$ cat config.mk
export PLATFORM = sky130hd
export DESIGN_NAME = alu_pipe
export DESIGN_NICKNAME = d
export VERILOG_FILES = /design/src/rtl/alu_pkg.sv /design/src/rtl/alu_pipe_slice.sv /design/src/rtl/alu_pipe.sv
export SDC_FILE = /design/constraint.sdc
export NUM_CORES = 1
export LEC_CHECK = 0
export ABC_CLOCK_PERIOD_IN_PS = 4590
export CAP_MARGIN = 20
export CORE_ASPECT_RATIO = 1.25
export CORE_MARGIN = 2
export CORE_UTILIZATION = 50
export CTS_CLUSTER_SIZE = 14
export DETAILED_ROUTE_END_ITERATION = 8
export PLACE_DENSITY = 0.83
export SLEW_MARGIN = 20
export SYNTH_ARGS = -nofsm -noshare
export SYNTH_HDL_FRONTEND = slang
export SYNTH_SLANG_ARGS = --single-unit
$ cat constraint.sdc
create_clock -name clock -period 4.59 [get_ports clock]
set_input_delay 0.459 -clock clock [delete_from_list [all_inputs] [get_ports clock]]
set_output_delay 0.459 -clock clock [all_outputs]
set_load 0.1 [all_outputs]
$ cat src/rtl/alu_pkg.sv
// Shared definitions for the pipelined RV32I register-register ALU:
// funct3 encodings, the decoded operation enum and the decode function.
package alu_pkg;

    localparam logic [2:0] FUNCT3_ADD  = 3'd0;
    localparam logic [2:0] FUNCT3_SLL  = 3'd1;
    localparam logic [2:0] FUNCT3_SLT  = 3'd2;
    localparam logic [2:0] FUNCT3_SLTU = 3'd3;
    localparam logic [2:0] FUNCT3_XOR  = 3'd4;
    localparam logic [2:0] FUNCT3_SRL  = 3'd5;
    localparam logic [2:0] FUNCT3_OR   = 3'd6;
    localparam logic [2:0] FUNCT3_AND  = 3'd7;

    typedef enum logic [3:0] {
        ALU_ADD,
        ALU_SUB,
        ALU_SLL,
        ALU_SLT,
        ALU_SLTU,
        ALU_XOR,
        ALU_SRL,
        ALU_SRA,
        ALU_OR,
        ALU_AND
    } alu_op_e;

    // alt (funct7[5]) only matters for the ADD/SUB and SRL/SRA pairs.
    function automatic alu_op_e alu_decode(input logic [2:0] funct3, input logic alt);
        alu_op_e op;
        case (funct3)
            FUNCT3_ADD:  op = alt ? ALU_SUB : ALU_ADD;
            FUNCT3_SLL:  op = ALU_SLL;
            FUNCT3_SLT:  op = ALU_SLT;
            FUNCT3_SLTU: op = ALU_SLTU;
            FUNCT3_XOR:  op = ALU_XOR;
            FUNCT3_SRL:  op = alt ? ALU_SRA : ALU_SRL;
            FUNCT3_OR:   op = ALU_OR;
            FUNCT3_AND:  op = ALU_AND;
            default:     op = ALU_ADD;
        endcase
        return op;
    endfunction

endpackage

$ cat src/rtl/alu_pipe_slice.sv
// Valid/ready register slice carrying a P-bit payload; payload holds its
// value while empty or stalled, valid clears on a synchronous flush.
module alu_pipe_slice #(
    parameter int P = 8
) (
    input  logic         clock,
    input  logic         reset_n,
    input  logic         flush,
    input  logic         in_valid,
    input  logic [P-1:0] in_data,
    output logic         out_valid,
    input  logic         out_ready,
    output logic [P-1:0] out_data
);

    logic advance;

    assign advance = !out_valid | out_ready;

    // NOTE: the payload is reset too, because the block must present result=0 out of reset.
    always_ff @(posedge clock or negedge reset_n) begin
        if (!reset_n) begin
            out_valid <= 1'b0;
            out_data  <= '0;
        end else begin
            if (flush) begin
                out_valid <= 1'b0;
            end else if (advance) begin
                out_valid <= in_valid;
            end
            if (advance && in_valid && !flush) begin
                out_data <= in_data;
            end
        end
    end

endmodule

$ cat src/rtl/alu_pipe.sv
// Pipelined RV32I register-register ALU with valid/ready, tags and flush.
// Define ALU_PIPE_FLAGS_EN to add the {zero, negative, carry, overflow} flags port.
module alu_pipe
    import alu_pkg::*;
#(
    parameter int WIDTH  = 32,
    parameter int STAGES = 2,
    parameter int TAG_W  = 5
) (
    input  logic             clock,
    input  logic             reset_n,
    input  logic             flush,
    input  logic             in_valid,
    output logic             in_ready,
    input  logic [2:0]       funct3,
    input  logic             alt,
    input  logic [WIDTH-1:0] operand_a,
    input  logic [WIDTH-1:0] operand_b,
    input  logic [TAG_W-1:0] in_tag,
    output logic             out_valid,
    input  logic             out_ready,
    output logic [WIDTH-1:0] result,
    output logic [TAG_W-1:0] out_tag
`ifdef ALU_PIPE_FLAGS_EN
    ,
    output logic [3:0]       flags
`endif
);

    localparam int SH_W = $clog2(WIDTH);
`ifdef ALU_PIPE_FLAGS_EN
    localparam int P = 4 + WIDTH + TAG_W;
`else
    localparam int P = WIDTH + TAG_W;
`endif

    alu_op_e          op;
    logic             is_sub;
    logic [SH_W-1:0]  shamt;
    logic [WIDTH-1:0] b_eff;
    logic [WIDTH-1:0] sum;
    logic [WIDTH-1:0] result_c;
    logic [P-1:0]     payload_c;
`ifdef ALU_PIPE_FLAGS_EN
    logic             carry_c;
    logic [3:0]       flags_c;
`endif

    // SUB is folded into the adder as a + ~b + 1 so carry means "no borrow".
    // NOTE: every combinational output gets a default first so no latch is inferred.
    always_comb begin
        op       = alu_decode(funct3, alt);
        is_sub   = (op == ALU_SUB);
        shamt    = operand_b[SH_W-1:0];
        b_eff    = is_sub ? ~operand_b : operand_b;
`ifdef ALU_PIPE_FLAGS_EN
        {carry_c, sum} = {1'b0, operand_a} + {1'b0, b_eff} + {{WIDTH{1'b0}}, is_sub};
`else
        sum = operand_a + b_eff + {{(WIDTH-1){1'b0}}, is_sub};
`endif
        result_c = '0;
        case (op)
            ALU_ADD, ALU_SUB: result_c = sum;
            ALU_SLL:          result_c = operand_a << shamt;
            ALU_SLT:          result_c = {{(WIDTH-1){1'b0}}, $signed(operand_a) < $signed(operand_b)};
            ALU_SLTU:         result_c = {{(WIDTH-1){1'b0}}, operand_a < operand_b};
            ALU_XOR:          result_c = operand_a ^ operand_b;
            ALU_SRL:          result_c = operand_a >> shamt;
            ALU_SRA:          result_c = $signed(operand_a) >>> shamt;
            ALU_OR:           result_c = operand_a | operand_b;
            ALU_AND:          result_c = operand_a & operand_b;
            default:          result_c = '0;
        endcase
`ifdef ALU_PIPE_FLAGS_EN
        flags_c    = 4'b0000;
        flags_c[3] = (result_c == '0);
        flags_c[2] = result_c[WIDTH-1];
        if (op == ALU_ADD || op == ALU_SUB) begin
            flags_c[1] = carry_c;
            flags_c[0] = (operand_a[WIDTH-1] == b_eff[WIDTH-1]) &&
                         (sum[WIDTH-1] != operand_a[WIDTH-1]);
        end
        payload_c = {flags_c, result_c, in_tag};
`else
        payload_c = {result_c, in_tag};
`endif
    end

    logic [STAGES-1:0] stg_valid;
    logic [P-1:0]      stg_data [STAGES];
    logic [STAGES-1:0] down_ready;
    logic              in_advance;

    // down_ready[k] is "stage k+1 can take a new op": out_ready or any hole downstream.
    always_comb begin
        logic acc;
        acc = out_ready;
        for (int k = STAGES - 1; k >= 0; k--) begin
            down_ready[k] = acc;
            acc = acc | !stg_valid[k];
        end
        in_advance = acc;
    end

    assign in_ready = !flush & in_advance;

    logic         v0;
    logic [P-1:0] d0;

    // NOTE: sequential state uses non-blocking assignments only.
    always_ff @(posedge clock or negedge reset_n) begin
        if (!reset_n) begin
            v0 <= 1'b0;
            d0 <= '0;
        end else begin
            if (flush) begin
                v0 <= 1'b0;
            end else if (in_advance) begin
                v0 <= in_valid;
            end
            if (in_valid && in_ready) begin
                d0 <= payload_c;
            end
        end
    end

    assign stg_valid[0] = v0;
    assign stg_data[0]  = d0;

    for (genvar k = 1; k < STAGES; k++) begin : g_slice
        alu_pipe_slice #(.P(P)) u_slice (
            .clock     (clock),
            .reset_n   (reset_n),
            .flush     (flush),
            .in_valid  (stg_valid[k-1]),
            .in_data   (stg_data[k-1]),
            .out_valid (stg_valid[k]),
            .out_ready (down_ready[k]),
            .out_data  (stg_data[k])
        );
    end

    assign out_valid = stg_valid[STAGES-1];
`ifdef ALU_PIPE_FLAGS_EN
    assign {flags, result, out_tag} = stg_data[STAGES-1];
`else
    assign {result, out_tag} = stg_data[STAGES-1];
`endif

endmodule

==> impl_summary.md <==
Run status
The flow ran to the end, and the final reports show no timing, DRC or antenna violations.

Flow run
The tool flagged a number of max-cap violations equal to 0.

Logic synthesis
The sequential cell area fraction in the yosys report is 16.92%. Sorting the synthesized cells by how often they occur yields sky130_fd_sc_hd__nand2_1, sky130_fd_sc_hd__ha_1, sky130_fd_sc_hd__nor2_1. The mapped cell area is 11240 sq um. Counting flops and latches in the post-synthesis netlist gives 76. The cell type with the highest aggregate area in the netlist is sky130_fd_sc_hd__dfrtp_1. The total of warnings raised by yosys is 0.

Yosys attributes the largest share of cell area to sky130_fd_sc_hd__dfrtp_1, sky130_fd_sc_hd__ha_1, sky130_fd_sc_hd__mux4_2. The fraction of registers with async set or reset after synthesis is 100.0%. The number of flops mapped to enable cells by yosys is 0. Counting every net in the synthesized netlist gives 1624. The cell count after synthesis is 1409. In the post-synthesis netlist, the cell with the most instances is sky130_fd_sc_hd__nand2_1. For this run, the leading register cell type out of synthesis is sky130_fd_sc_hd__dfrtp_1. The share of Yosys cell area claimed by the top area cell type is 16.92%. The netlist uses 81 different library cells. A synthesized cell averages 7.977 sq um.

Setup path
By startpoint and endpoint, the worst setup path is classified as in2reg. Counting both buffers and inverters, the worst setup path holds a total of 3. Of all nets on the critical path, the largest fanout is 14. The cell type of the slowest stage on the worst timing path is sky130_fd_sc_hd__or4b_2.

The worst-case register-to-register setup slack is 1.71 ns. For the worst flop-to-flop path, the logic depth is 7. Grouping stages by cell kind, the critical path spends the most delay in compound AO/OA/AOI/OAI gates. STA classifies the critical path endpoint as a register. For the worst setup path, the data arrival time is 4.48 ns. The kind of start point of the critical path is an input pin. Traced cell by cell, the critical path runs through clkdlybuf4s50_1 > or4b_2 > buf_4 > buf_4 > xnor2_1 > ha_1 > a21oi_1 > and3_1 > o21ai_0 > a221o_1 > a31oi_1 > o21ai_0 > xor2_1 > nand2_1 > a31oi_1. For this run, the slowest stage of the critical path takes 0.68 ns.

The destination of the worst register-to-register timing path is d0[34]. The worst register-to-register path begins at g_slice[1].u_slice.out_valid. For the worst setup path, the data required time is 4.85 ns.

Hold path
The tightest min-delay check is of the in2async type.

Global routing
The met1 routing resource usage after global routing is 45.74%. The number of global-route vias before repair came to 11250. The first-pass GRT wire length is 68390 um. The total global-route track usage is 37.82%. In this run the most used layer during global routing was met2. The initial antenna violation count is 1. The met2 global-route usage is 64.23%. Entering global routing, the biggest net connects 77 pins.

The overall overflow remaining after global route is 0. The met3 usage is 4.232%.

Die
The top-level port count is 117. The number of core rows is 61. From bottom edge to top edge, the die measures 171.6 um. The starting density of the core is 50.78%.

The die area is 23700 sq um. The area inside the core boundary is 22130 sq um. The overall die width is 138.1 um.

STA
For the pin with the worst max-slew slack, the measured transition is 1.009 ns. Setup repair after global routing left no endpoint under its margin. The part of the cycle the worst path needs is 91.84%.

The routed design could run at a clock period as short as 4.215 ns. The max-slew violation total from the final report is 0. The achievable clock frequency is 0.2372 GHz. The least setup slack across all paths after layout is 0.3745 ns. The worst pin sits at a relative slew slack of 32.50%. On the final layout, the worst clock skew is 0.01594 ns. Setup total negative slack on the finished layout was measured at 0 ns. The number of setup violations in the final report is 0. The final hold violation count was 0.

Placed design
Buffers placed on the I/O ports in this run total 116. OpenSTA, run right after detailed placement, puts the worst setup slack at 0.06744 ns. The placed instance area is 12780 sq um. The final weighted congestion in routability-driven placement is 1.037. The placed wire-length estimate is 35990 um.

Route
The detail-routed net length per standard cell is 25.61 um. In this run, the number of DRC markers left after iteration 0 of detailed routing was 1356. The routed via count divided by cell count is 6.633. For this block, the via count after detailed routing is 11890. The number of remaining DRC errors is 0. Before antenna repair, the detailed router went through 5 iterations. The sum of routed wire length over all layers is 45890 um.

The detail route stage leaves a number of antenna-violating nets equal to 0.

Layout
The area added between synthesis and finish is 16.34%. The final net count is 1717. Summing all non-filler instances in the final layout gives an area of 13080 sq um.

Measured on the finished design, the core utilization comes to 59.08%. The fill cell total of the finished layout is 2032. Of the cells placed in the final design, the portion with a size suffix greater than 1 is 12.08%.

Power
The cell area power density is 305.2 nW/um^2. The peak supply drop is 0.0004492 V. The leakage dissipation is 0.005802 uW.

CTS
The tree is rooted in a sky130_fd_sc_hd__clkbuf_16. In this run the deepest clock path goes through 2 buffers. The clock reaches the later pin of the worst-skew pair after 0.35 ns. The clock net in this run drives a total of 76 sinks. The number of cells upsized or downsized after cts is 0.

The CTS tree is done. The clock-pin slew on the worst setup and hold paths is 0.07 ns. The number of hold-repair buffers added at the cts stage is 0. The CTS buffer count is 9. The H-tree generated during clock tree synthesis spans 3 levels. The post-CTS setup repair buffer count is 0.
[layout make-up]
cell class	instances	area [sq um]	share of cell area [%]
Antenna cell	2	5.005	0.03827
Clock inverter	7	65.06	0.4976
Timing Repair Buffer	178	1602	12.25
Clock buffer	9	225.2	1.722
Inverter	92	345.3	2.641
Sequential cell	76	1902	14.54
Multi-Input combinational cell	1145	8578	65.60
Tap cell	283	354.1	2.708
[routing by layer]
| layer | vias to the layer above | share of wire, % |
|---|---|---|
| met5 | - | 0 |
| met4 | 0 | 7.8 |
| met3 | 193 | 7.5 |
| met2 | 720 | 47 |
| met1 | 5677 | 38 |
| li1 | 5296 | - |
[logic make-up (layout without fill, tap and decap cells)]
kind of cell    count (synthesis)  count (layout)  synth area share (%)
simple gates                  395             395                 15.51
other cells                     0               2                     0
compound gates                423             423                 24.22
flops                          76              76                 16.92
mux                           136             136                 17.00
xor+xnor                       54              54                 4.208
fa+ha+maj                     137             137                 15.32
buf+inv                       188             286                 6.824
[metrics by stage]
step           cells  power (uW)  hold slack (ns)
6_report        1792        3990           0.2668
5_1_grt         1790        4151           0.3445
4_1_cts         1790        3966           0.3014
3_5_place_dp    1774        3249           0.4633
3_3_place_gp    1774        3216           0.4551
2_1_floorplan   1409        2538           0.1634
[sequential cells by signal (all words and copies together) (netlist names)]
| name | cells |
|---|---|
| d0 | 37 |
| g_slice.u_slice.out_data | 37 |
| g_slice.u_slice.out_valid | 1 |
| v0 | 1 |
[placed cells by master (no fill, tap or decap), types with 20 or more instances in the layout]
master | netlist | routed
sky130_fd_sc_hd__a21oi_1 | 113 | 113
sky130_fd_sc_hd__mux4_2 | 39 | 39
sky130_fd_sc_hd__buf_4 | 4 | 64
sky130_fd_sc_hd__a31oi_1 | 20 | 20
sky130_fd_sc_hd__o21ai_0 | 110 | 110
sky130_fd_sc_hd__mux2i_1 | 51 | 51
sky130_fd_sc_hd__dfrtp_1 | 76 | 76
sky130_fd_sc_hd__ha_1 | 136 | 136
sky130_fd_sc_hd__a22o_1 | 25 | 25
sky130_fd_sc_hd__mux2_2 | 45 | 45
sky130_fd_sc_hd__inv_1 | 89 | 89
sky130_fd_sc_hd__nor2_1 | 136 | 135
sky130_fd_sc_hd__nand2_1 | 152 | 152
sky130_fd_sc_hd__nor3_1 | 23 | 22
sky130_fd_sc_hd__clkdlybuf4s50_1 | 0 | 110
sky130_fd_sc_hd__xnor2_1 | 42 | 42
[worst max path at each step]
stage,endpoint,slack [ns],cells after the start,from
6_report,d0[35],0.37,15,alt
3_3_place_gp,d0[35],0.09,15,alt
5_1_grt,d0[35],0.17,15,alt
3_5_place_dp,d0[35],0.07,15,alt
2_1_floorplan,d0[34],0.64,8,g_slice[1].u_slice.out_valid
4_1_cts,d0[35],0.42,15,alt
[where the power goes]
group / switching [uW] / internal, uW / total [uW]
logic: 1620 / 738 / 2360
clock network: 339 / 381 / 719
registers: 89.3 / 826 / 916
total: 2050 / 1940 / 3990
Note: power is estimated with default switching activity, not from simulation.
